### src/rtl/dragonfang_pkg.sv
// Shared vector-unit types: element width encoding, writeback entry, element count.
// Optional tail-agnostic writeback is enabled by defining VWB_TAIL_AGNOSTIC_EN.
package dragonfang_pkg;

    localparam int unsigned DF_VLEN = 128;

    typedef enum logic [1:0] {
        SEW_8  = 2'b00,
        SEW_16 = 2'b01,
        SEW_32 = 2'b10,
        SEW_64 = 2'b11
    } sew_t;

    typedef struct packed {
        logic [4:0]         addr;
        logic [DF_VLEN-1:0] data;
    } wb_entry_t;

    // Encoding is log2(SEW/8), so the count is just a shift of the byte count.
    function automatic int unsigned element_count(
        input sew_t        sew,
        input int unsigned vlen = DF_VLEN
    );
        return (vlen / 8) >> sew;
    endfunction

endpackage

### src/rtl/vector_element_merge.sv
// Combinational RVV body/tail/mask merge of a result vector into the old destination.
// With VWB_TAIL_AGNOSTIC_EN defined, tail elements are written as all-ones.
module vector_element_merge
    import dragonfang_pkg::*;
#(
    parameter int VLEN = 128,
    parameter int VL_W = $clog2(VLEN/8)+1
) (
    input  logic [VLEN-1:0] vd_i,
    input  logic [VLEN-1:0] old_vd_i,
    input  logic [VLEN-1:0] v0_i,
    input  logic            vm_i,
    input  sew_t            sew_i,
    input  logic [VL_W-1:0] vl_i,
    output logic [VLEN-1:0] data_o
);

    localparam int NB = VLEN / 8;
    localparam int EW = $clog2(NB);

    logic [NB-1:0]   mbits;
    logic [VL_W-1:0] ne;
    logic [VL_W-1:0] vl_eff;
    logic [EW-1:0]   eidx;
    logic            act;
    logic            unused_v0;

    // At most NB elements exist, so only the low NB mask bits can matter.
    assign mbits     = v0_i[NB-1:0];
    assign unused_v0 = ^v0_i[VLEN-1:NB];

    always_comb begin
        ne     = VL_W'(element_count(sew_i, VLEN));
        vl_eff = (vl_i > ne) ? ne : vl_i;
        data_o = old_vd_i;
        eidx   = '0;
        act    = 1'b0;
        for (int b = 0; b < NB; b++) begin
            eidx = EW'(b) >> sew_i;
            act  = ({1'b0, eidx} < vl_eff) && (vm_i || mbits[eidx]);
            if (act) begin
                data_o[8*b +: 8] = vd_i[8*b +: 8];
            end
`ifdef VWB_TAIL_AGNOSTIC_EN
            else if (({1'b0, eidx} >= vl_eff) && (vl_eff != '0)) begin
                data_o[8*b +: 8] = 8'hFF;
            end
`endif
        end
    end

endmodule

### src/rtl/vector_writeback_queue.sv
// Registers execute results, merges them against old vd, and queues them for the VRF port.
// Tail policy follows VWB_TAIL_AGNOSTIC_EN (defined: agnostic, undefined: undisturbed).
module vector_writeback_queue
    import dragonfang_pkg::*;
#(
    parameter int VLEN  = 128,
    parameter int DEPTH = 4,
    parameter int VL_W  = $clog2(VLEN/8)+1
) (
    input  logic                     clock,
    input  logic                     reset_n,
    input  logic                     res_valid,
    output logic                     res_ready,
    input  logic [VLEN-1:0]          res_vd,
    input  logic [VLEN-1:0]          res_old_vd,
    input  logic [VLEN-1:0]          res_v0,
    input  logic                     res_vm,
    input  logic [1:0]               res_sew,
    input  logic [VL_W-1:0]          res_vl,
    input  logic [4:0]               res_addr,
    output logic                     wb_valid,
    input  logic                     wb_ready,
    output logic [4:0]               wb_addr,
    output logic [VLEN-1:0]          wb_data,
    output logic [$clog2(DEPTH):0]   occupancy
);

    localparam int PW = $clog2(DEPTH);
    localparam logic [PW:0] DEPTH_C = (PW+1)'(DEPTH);

    typedef struct packed {
        logic [4:0]      addr;
        logic [VLEN-1:0] data;
    } entry_t;

    logic            s1_valid_q;
    logic [VLEN-1:0] s1_vd_q;
    logic [VLEN-1:0] s1_old_q;
    logic [VLEN-1:0] s1_v0_q;
    logic            s1_vm_q;
    sew_t            s1_sew_q;
    logic [VL_W-1:0] s1_vl_q;
    logic [4:0]      s1_addr_q;
    logic [VLEN-1:0] merged;

    entry_t          mem_q [DEPTH];
    logic [PW-1:0]   wptr_q, wptr_d;
    logic [PW-1:0]   rptr_q, rptr_d;
    logic [PW:0]     count_q, count_d;

    logic accept;
    logic push;
    logic pop;

    // Stage-1 slot is counted, so a registered entry always has FIFO room.
    assign occupancy = count_q + {{PW{1'b0}}, s1_valid_q};
    assign res_ready = occupancy < DEPTH_C;
    assign accept    = res_valid & res_ready;

    assign wb_valid  = count_q != '0;
    assign wb_addr   = mem_q[rptr_q].addr;
    assign wb_data   = mem_q[rptr_q].data;

    assign push      = s1_valid_q;
    assign pop       = wb_valid & wb_ready;

    always_ff @(posedge clock or negedge reset_n) begin
        if (!reset_n) begin
            s1_valid_q <= 1'b0;
            s1_vd_q    <= '0;
            s1_old_q   <= '0;
            s1_v0_q    <= '0;
            s1_vm_q    <= 1'b0;
            s1_sew_q   <= SEW_8;
            s1_vl_q    <= '0;
            s1_addr_q  <= '0;
        end else begin
            s1_valid_q <= accept;
            if (accept) begin
                s1_vd_q   <= res_vd;
                s1_old_q  <= res_old_vd;
                s1_v0_q   <= res_v0;
                s1_vm_q   <= res_vm;
                s1_sew_q  <= sew_t'(res_sew);
                s1_vl_q   <= res_vl;
                s1_addr_q <= res_addr;
            end
        end
    end

    vector_element_merge #(
        .VLEN (VLEN),
        .VL_W (VL_W)
    ) u_merge (
        .vd_i     (s1_vd_q),
        .old_vd_i (s1_old_q),
        .v0_i     (s1_v0_q),
        .vm_i     (s1_vm_q),
        .sew_i    (s1_sew_q),
        .vl_i     (s1_vl_q),
        .data_o   (merged)
    );

    always_comb begin
        wptr_d  = wptr_q;
        rptr_d  = rptr_q;
        count_d = count_q + {{PW{1'b0}}, push} - {{PW{1'b0}}, pop};
        if (push) begin
            wptr_d = wptr_q + PW'(1);
        end
        if (pop) begin
            rptr_d = rptr_q + PW'(1);
        end
    end

    always_ff @(posedge clock or negedge reset_n) begin
        if (!reset_n) begin
            wptr_q  <= '0;
            rptr_q  <= '0;
            count_q <= '0;
            for (int i = 0; i < DEPTH; i++) begin
                mem_q[i] <= '0;
            end
        end else begin
            wptr_q  <= wptr_d;
            rptr_q  <= rptr_d;
            count_q <= count_d;
            if (push) begin
                mem_q[wptr_q] <= '{addr: s1_addr_q, data: merged};
            end
        end
    end

endmodule

### config.mk
export PLATFORM = sky130hd
export DESIGN_NAME = vector_writeback_queue
export DESIGN_NICKNAME = d
export VERILOG_FILES = /design/src/rtl/dragonfang_pkg.sv /design/src/rtl/vector_element_merge.sv /design/src/rtl/vector_writeback_queue.sv
export SDC_FILE = /design/constraint.sdc
export NUM_CORES = 1
export LEC_CHECK = 0
export CAP_MARGIN = 20
export CORE_MARGIN = 1
export CORE_UTILIZATION = 56
export CTS_BUF_LIST = sky130_fd_sc_hd__clkbuf_4
export CTS_CLUSTER_DIAMETER = 50
export CTS_CLUSTER_SIZE = 14
export DETAILED_ROUTE_END_ITERATION = 6
export DONT_BUFFER_PORTS = 1
export PLACE_DENSITY = 0.76
export SYNTH_ARGS = -nofsm -noshare
export SYNTH_HDL_FRONTEND = slang
export SYNTH_HIERARCHICAL = 1
export SYNTH_SLANG_ARGS = --single-unit
### constraint.sdc
create_clock -name clock -period 13.45 [get_ports clock]
set_input_delay 1.345 -clock clock [delete_from_list [all_inputs] [get_ports clock]]
set_output_delay 1.345 -clock clock [all_outputs]
set_load 0.05 [all_outputs]
# After elaboration in Yosys (flattened, before gate mapping)
# Cells that the tools add are included.
dict set report word_totals {
  reg_bits 825
  elab_cells 170
  out_inout_bits 138
}
dict set report classes {
  n_addsub 4
  order_cmp 37
  shift 17
  bitwise 4
  reduce_logical 34
  mux 55
}
# op n
set op_table {}
lappend op_table {{$bwmux W532} 1}
lappend op_table {{$mux W133} 3}
lappend op_table {{$bmux W133 S2} 1}
lappend op_table {{$demux W133 S2} 1}
lappend op_table {{$mux W8} 16}
lappend op_table {{$lt A4 B5 Y1} 16}
lappend op_table {{$lt A4 B5 Y1 const B} 16}
lappend op_table {{$bmux W1 S4} 16}
lappend op_table {{$shr A4 B2 Y4 const A} 8}
lappend op_table {{$logic_and A1 B1 Y1} 17}
lappend op_table {{$logic_or A1 B1 Y1} 16}
lappend op_table {{$mux W1} 16}
lappend op_table {{$shr A3 B2 Y4 const A} 4}
lappend op_table {{$shr A1 B2 Y4 const A} 2}
lappend op_table {{$shr A2 B2 Y4 const A} 2}
lappend op_table {{$ge A3 B3 Y1 const B} 2}
lappend op_table {{$not A2 Y3} 2}
lappend op_table {{$gt A5 B5 Y1} 1}
lappend op_table {{$mux W5} 1}
lappend op_table {{$shr A5 B2 Y5 const A} 1}
lappend op_table {{$add A2 B1 Y2 const B} 2}
lappend op_table {{$add A3 B1 Y3} 1}
lappend op_table {{$lt A3 B1 Y1 const B} 1}
lappend op_table {{$lt A3 B3 Y1 const B} 1}
lappend op_table {{3 further kinds} 4}

# Longest topological paths before layout
# Gate-level depths: netlist of run 1.
dict set report depth {
  ltp_word 7
  ltp_mapped 19
}

# Hierarchy
# Netlist of run 1, hierarchy kept.
# mod seq_area_each_um2 n_inst cells_per_inst area_each_um2
set by_module_without_submodules {}
lappend by_module_without_submodules {vector_writeback_queue 23447.5 1 2160 38750.9}
lappend by_module_without_submodules {vector_element_merge 0.0 1 350 3614.7}

# Worst setup path before layout of run 1
# Ideal clock, no wire load.
dict set report synth_path {
  path_type {flip-flop to flip-flop}
  from {reg s1_sew_q[1]}
  to {reg mem_q[104] (netlist bit)}
  n_path_buf 4
  arrival_ns 4.646
  t_required_ns 13.325
  stages_incl_launch_ff 20
  setup_ns 0.125
  path_slack_ns 8.679
  period_less_slack_ns 4.771
  cell_sequence {dfrtp_1 > buf_2 > inv_1 > ha_1 > buf_2 > buf_2 > clkinv_1 > ha_1 > o21ai_1 > a22o_4 > nor2_1 > mux2i_1 > ha_1 > inv_1 > maj3_1 > o21ai_2 > a211o_1 > buf_2 > mux2_2 > mux2_2}
}
dict set report synth_between {
  elab_chain_len 7
}
# element line
set synth_rtl {}
lappend synth_rtl {{start: declaration} vector_writeback_queue.sv:41} ;# sew_t s1_sew_q;
lappend synth_rtl {{start signal: assignment} vector_writeback_queue.sv:84} ;# s1_sew_q <= sew_t'(res_sew);
lappend synth_rtl {{$shr A5 B2 Y5 / $shr A4 B2 Y4 (equally long branches)} {dragonfang_pkg.sv:24, vector_element_merge.sv:39}}
lappend synth_rtl {{$gt A5 B5 Y1 / $bmux W1 S4 (equally long branches)} {vector_element_merge.sv:34, vector_element_merge.sv:40}}
lappend synth_rtl {{$mux W5 / $mux W1 (equally long branches)} {vector_element_merge.sv:34, vector_element_merge.sv:40}}
lappend synth_rtl {{$lt A4 B5 Y1 / $logic_or A1 B1 Y1 (equally long branches)} vector_element_merge.sv:40} ;# act = ({1'b0, eidx} < vl_eff) && (vm_i || mbits[eidx]);
lappend synth_rtl {{$logic_and A1 B1 Y1 (*)} vector_element_merge.sv:40}
lappend synth_rtl {{$mux W8 (*)} vector_element_merge.sv:41} ;# if (act) begin
lappend synth_rtl {{via merged[104]} vector_writeback_queue.sv:44} ;# logic [VLEN-1:0] merged;
lappend synth_rtl {{$bwmux W532 (*)} vector_writeback_queue.sv:129} ;# mem_q[wptr_q] <= '{addr: s1_addr_q, data: merged};
lappend synth_rtl {{end signal: indexed assignment} vector_writeback_queue.sv:129}
lappend synth_rtl {{end: declaration} vector_writeback_queue.sv:46} ;# entry_t mem_q [DEPTH];
# Mark *: on every way through the listed nets, which the timed path passes. The rest lies on a longest branch. The select of a mux whose other input is x is not followed.
# A chain may end at the register's enable or synchronous reset.

# Worst setup path after layout of run 1
dict set report layout_path {
  from {reg s1_sew_q[0]}
  to {reg mem_q[503] (netlist bit)}
}
# The elaborated chain is that of the path after synthesis.

==> impl_metrics.toml, run 1 <==
[outcome]
outcome = "finished, violations left"
failed_checks = "max-slew violations"

[timing]
fin_skew_ns = 0.08001
hold_viol = 0
worst_pin_slew_ns = 4.388
fin_setup_tns_ns = 0
setup_viol = 0
final_max_slew_viol_count = 672
period_needed_ns = 6.386
period_share_pct = 47.48
maxSlewHeadroom_pct = -192.5
fmax_mhz = 156.6
rsz0062_at_grt = "false"

[critical_path]
path_delay_family = "adder cells"
cp.arrival_ns = 7.13
path_class = "reg2reg"
worstRegToRegCells = 14
slowest_delay_ns = 0.89
critPathRequiredTime_ns = 14.19
reg2reg_from = "s1_sew_q[0]$_DFFE_PN0P_"
crit_slowest_cell = "ha_1"
cp_max_fo = 17
startpoint_type = "register"
cp_num_buf_inv = 2
reg2reg_setup_slack_ns = 7.06
timing.rr.end = "mem_q[503]$_DFFE_PN0P_"
cpMostUsedCell = "ha_1"
cp.depth = 14
endpoint_kind = "register"
worstPathCellList = "ha_1, clkinv_1, ha_1, o21ai_1, a22o_4, nor2_1, mux2i_1, ha_1, inv_1, maj3_1, o21ai_2, a211o_1, mux2_2, mux2_2"
crit_start = "s1_sew_q[0]$_DFFE_PN0P_"

[clock_tree]
cts_tree = "built"
cts.clk_slew.worst_paths_ns = 0.13
clock_latency_ns = 0.91
cts_buffers = 87
clockRootBuffer = "clkbuf_4"
clk_path_buf_depth = 3
cts.sinks = 825
htree_levels = 3
ctsHoldBuffers = 0
post_cts_resized = 0
cts_setup_buffers = 0

[layout]
nFillCells = 4980
final_layout_size_suffix_gt1_share_pct = 56.95
fin_nets = 2669
instances_no_fill = 3191
syn_to_final_growth_pct = 4.891
fin_util_pct = 59.54

[route]
routed_via_density = 6.112
wl_um = 80830
dr.pass1.iters = 5
ant_nets = 0
route.detailed.drc = 0
vias = 19502
drtIter0Drc = 1433
wl_per_cell_um = 25.33

[floorplanning]
die_area_um2 = 69250
num_rows = 95
fp.coreArea_um2 = 67280
die_w_um = 263.2
io_pins = 539
initial_core_util_pct = 56.77
die_h_um = 263.2

[global_routing]
grt_pass1_vias = 21635
grt.total_usage_pct = 23.88
grt_first_pass_wirelength_um = 128500
grt.overflow.total = 0
grt_max_degree = 826
antenna_found_initial = 24

[logic_synthesis]
syn-num-nets = 2705
synthCells = 2275
syn-cell-area_um2 = 38190
synth.avg_cell_area_um2 = 16.79
ys_warn_count = 6

[placed_design]
io_buffers = 0
hpwl_um = 52140
dp_cells = 3023
gp_congestion = 0.8568

[run]
maxCapViolations = 0

[worst_hold_path]
hp-class = "in2async"
## final cells by class
| type | count | area, um^2 | share of cell area [%] |
|---|---|---|---|
| timing repair buffer | 20 | 150.1 | 0.3748 |
| tap | 873 | 1092 | 2.727 |
| clock buffer | 96 | 720.7 | 1.799 |
| sequential | 825 | 20650 | 51.55 |
| inverter | 20 | 75.07 | 0.1874 |
| antenna | 16 | 40.04 | 0.09995 |
| clock inverter | 56 | 676.9 | 1.690 |
| multi-input combinational | 1285 | 16650 | 41.57 |
## placed cells by master (no fill, tap or decap), types with 16 or more instances in the layout
| cell type | instances |
|---|---|
| inv_1 | 17 |
| buf_4 | 20 |
| dfrtp_1 | 823 |
| nor2_1 | 30 |
| mux4_2 | 168 |
| mux2_2 | 727 |
| ha_1 | 29 |
| mux2_4 | 219 |
| clkbuf_4 | 96 |
| diode_2 | 16 |
## sequential cells by signal, indices dropped and copies added, names as in the netlist
register / flops
rptr_q: 2
mem_q: 532
s1_vm_q: 1
s1_vd_q: 128
count_q: 3
s1_vl_q: 5
s1_v0_q: 16
s1_sew_q: 2
s1_addr_q: 5
s1_old_q: 128
push: 1
wptr_q: 2
## how the worst max path moves through the flow
stage | to | slack, ns
2_1_floorplan | mem_q[104]$_DFFE_PN0P_ | 8.68
3_3_place_gp | mem_q[237]$_DFFE_PN0P_ | 7.35
3_5_place_dp | mem_q[503]$_DFFE_PN0P_ | 7.18
4_1_cts | mem_q[503]$_DFFE_PN0P_ | 7.16
5_1_grt | mem_q[503]$_DFFE_PN0P_ | 6.80
6_report | mem_q[503]$_DFFE_PN0P_ | 7.06
## through the flow
step                instance area, um^2  hold slack [ns]  setup slack (ns)
finish                            40060           0.1492             7.064
global route                      40050          0.02032             6.802
CTS                               40020          0.02876             7.155
detailed placement                38620           0.4874             7.176
global placement                  38620           0.4811             7.351
floorplan                         38190           0.4738             8.679
## worst reg2reg max path: stages, from the launching register on
cell	delay, ns
dfrtp_1	0.77
ha_1	0.90
clkinv_1	0.59
ha_1	0.51
o21ai_1	0.13
a22o_4	0.28
nor2_1	0.19
mux2i_1	0.80
ha_1	0.28
inv_1	0.05
maj3_1	0.35
o21ai_2	0.21
a211o_1	0.49
mux2_2	0.47
mux2_2	0.28
## routing by layer
| layer | share of wire (%) | vias up | global-route usage (%) |
|---|---|---|---|
| met1 | 40 | 10403 | 30.41 |
| met5 | 0.20 | - | 0 |
| met4 | 2.6 | 22 | 7.997 |
| li1 | - | 8438 | - |
| met2 | 50 | 500 | 39.27 |
| met3 | 6.7 | 139 | 6.959 |
Power of run 1 is left out: the tool's default activity adds up to more than one toggle a clock period on the data nets, which glitch-free logic cannot reach.
==> run 2: changes to the inputs <==
clock period = 6.3 ns   (was 13.45 ns; I/O delays follow)
==> impl_metrics.toml, run 2 (synthesized netlist as in run 1, its figures left out) <==
[outcome]
outcome = "finished, violations left"
failed_checks = "negative hold slack, max-slew violations"

[clock_tree]
cts_tree = "built"
cts.sinks = 825
cts_buffers = 85
post_cts_resized = 0
cts.clk_slew.worst_paths_ns = 0.14
clockRootBuffer = "clkbuf_4"
clk_path_buf_depth = 3
ctsHoldBuffers = 286
cts_setup_buffers = 0
htree_levels = 3
clock_latency_ns = 0.89

[route]
vias = 20686
ant_nets = 0
route.detailed.drc = 0
wl_um = 85900
drtIter0Drc = 1221
routed_via_density = 5.965
wl_per_cell_um = 24.77
dr.pass1.iters = 4

[global_routing]
grt.total_usage_pct = 25.49
use_met1_pct = 31.85
antenna_found_initial = 15
use_met2_pct = 43.03
grt_max_degree = 826
grt.overflow.total = 0
grt_first_pass_wirelength_um = 137100
use_met3_pct = 6.052
grt_pass1_vias = 23529
top_usage_layer = "met2"

[timing]
setup_viol = 0
fin_skew_ns = 0.08426
final_max_slew_viol_count = 626
rsz0062_at_grt = "false"
period_share_pct = 83.80
fin_setup_tns_ns = 0
hold_ws_ns = -0.5494
maxSlewHeadroom_pct = -206.1
period_needed_ns = 5.279
worst_pin_slew_ns = 4.592
hold_viol = 245
fmax_mhz = 189.4

[placed_design]
gp_congestion = 0.8570
io_buffers = 0
hpwl_um = 51450

[layout]
fin_util_pct = 63.61
syn_to_final_growth_pct = 12.06
layout_commonest_cell = "dfrtp_1"
final_layout_size_suffix_gt1_share_pct = 50.50
final_cell_mix = "823 x dfrtp_1, 727 x mux2_2, 286 x dlygate4sd3_1"
largest_register_ffs = 532
largest_registers = "mem_q: 532 flops, s1_old_q: 128 flops, s1_vd_q: 128 flops"
fin_nets = 2953
top_register = "mem_q"

[floorplanning]
die_area_um2 = 69250
initial_core_util_pct = 56.77
num_rows = 95
io_pins = 539
fp.coreArea_um2 = 67280
die_h_um = 263.2
die_w_um = 263.2

[critical_path]
timing.rr.end = "mem_q[503]$_DFFE_PN0P_"
reg2reg_from = "s1_sew_q[1]$_DFFE_PN0P_"
crit_end = "mem_q[503]$_DFFE_PN0P_"
startpoint_type = "register"
reg2reg_setup_slack_ns = 1.02
cp_max_fo = 9
endpoint_kind = "register"
cp.arrival_ns = 6.00
worstRegToRegCells = 15
crit_start = "s1_sew_q[1]$_DFFE_PN0P_"
path_class = "reg2reg"
critPathRequiredTime_ns = 7.02

[worst_hold_path]
hp-class = "in2async"

[run]
maxCapViolations = 0
[run 2: worst max-delay path, stage by stage (launching register included)]
cell and delay [ns]:
dfrtp_1 0.41, inv_1 0.29, ha_1 0.24, clkinv_1 0.28, ha_1 0.45, o21ai_1 0.13
a22o_4 0.28, nor2_1 0.19, mux2i_1 0.74, ha_1 0.27, inv_1 0.05, maj3_1 0.34
o21ai_2 0.22, a211o_1 0.49, mux2_2 0.46, mux2_2 0.27
[run 2: routing by layer]
layer / wire length, um / part of all wire, % / vias up
li1: - / - / 8997
met1: 34940 / 41 / 11011
met2: 43180 / 50 / 508
met3: 4681 / 5.4 / 166
met4: 3072 / 3.6 / 4
met5: 23 / 0.027 / -
[run 2: worst min path at each step]
stage          slack [ns]                        to
2_1_floorplan        0.33      count_q[0]$_DFF_PN0_
3_3_place_gp         0.35  s1_old_q[28]$_DFFE_PN0P_
3_5_place_dp         0.35   s1_vd_q[28]$_DFFE_PN0P_
4_1_cts             -0.68  s1_old_q[39]$_DFFE_PN0P_
5_1_grt             -0.65   s1_vd_q[27]$_DFFE_PN0P_
6_report            -0.55  s1_old_q[24]$_DFFE_PN0P_
[run 2: cell type report]
type | count | area, um^2
Fill cell | 4593 | 24480
Tap cell | 873 | 1092
Clock inverter | 55 | 533.0
Antenna cell | 13 | 32.53
Multi-Input combinational cell | 1285 | 16650
Sequential cell | 825 | 20650
Inverter | 20 | 75.07
Timing Repair Buffer | 306 | 3075
Clock buffer | 91 | 683.2
[run 2: stage by stage]
stage	cell area [um^2]	setup WS, ns	cells	hold WS [ns]
after detailed placement	38680	1.126	3023	0.3499
after global routing	42800	0.7122	3468	-0.6536
final	42800	1.021	3468	-0.5494
after CTS	42760	1.029	3455	-0.6831
after global placement	38680	1.269	3023	0.3510
after floorplan	38190	1.529	2275	0.3344
Power of run 2 is left out for the same reason.
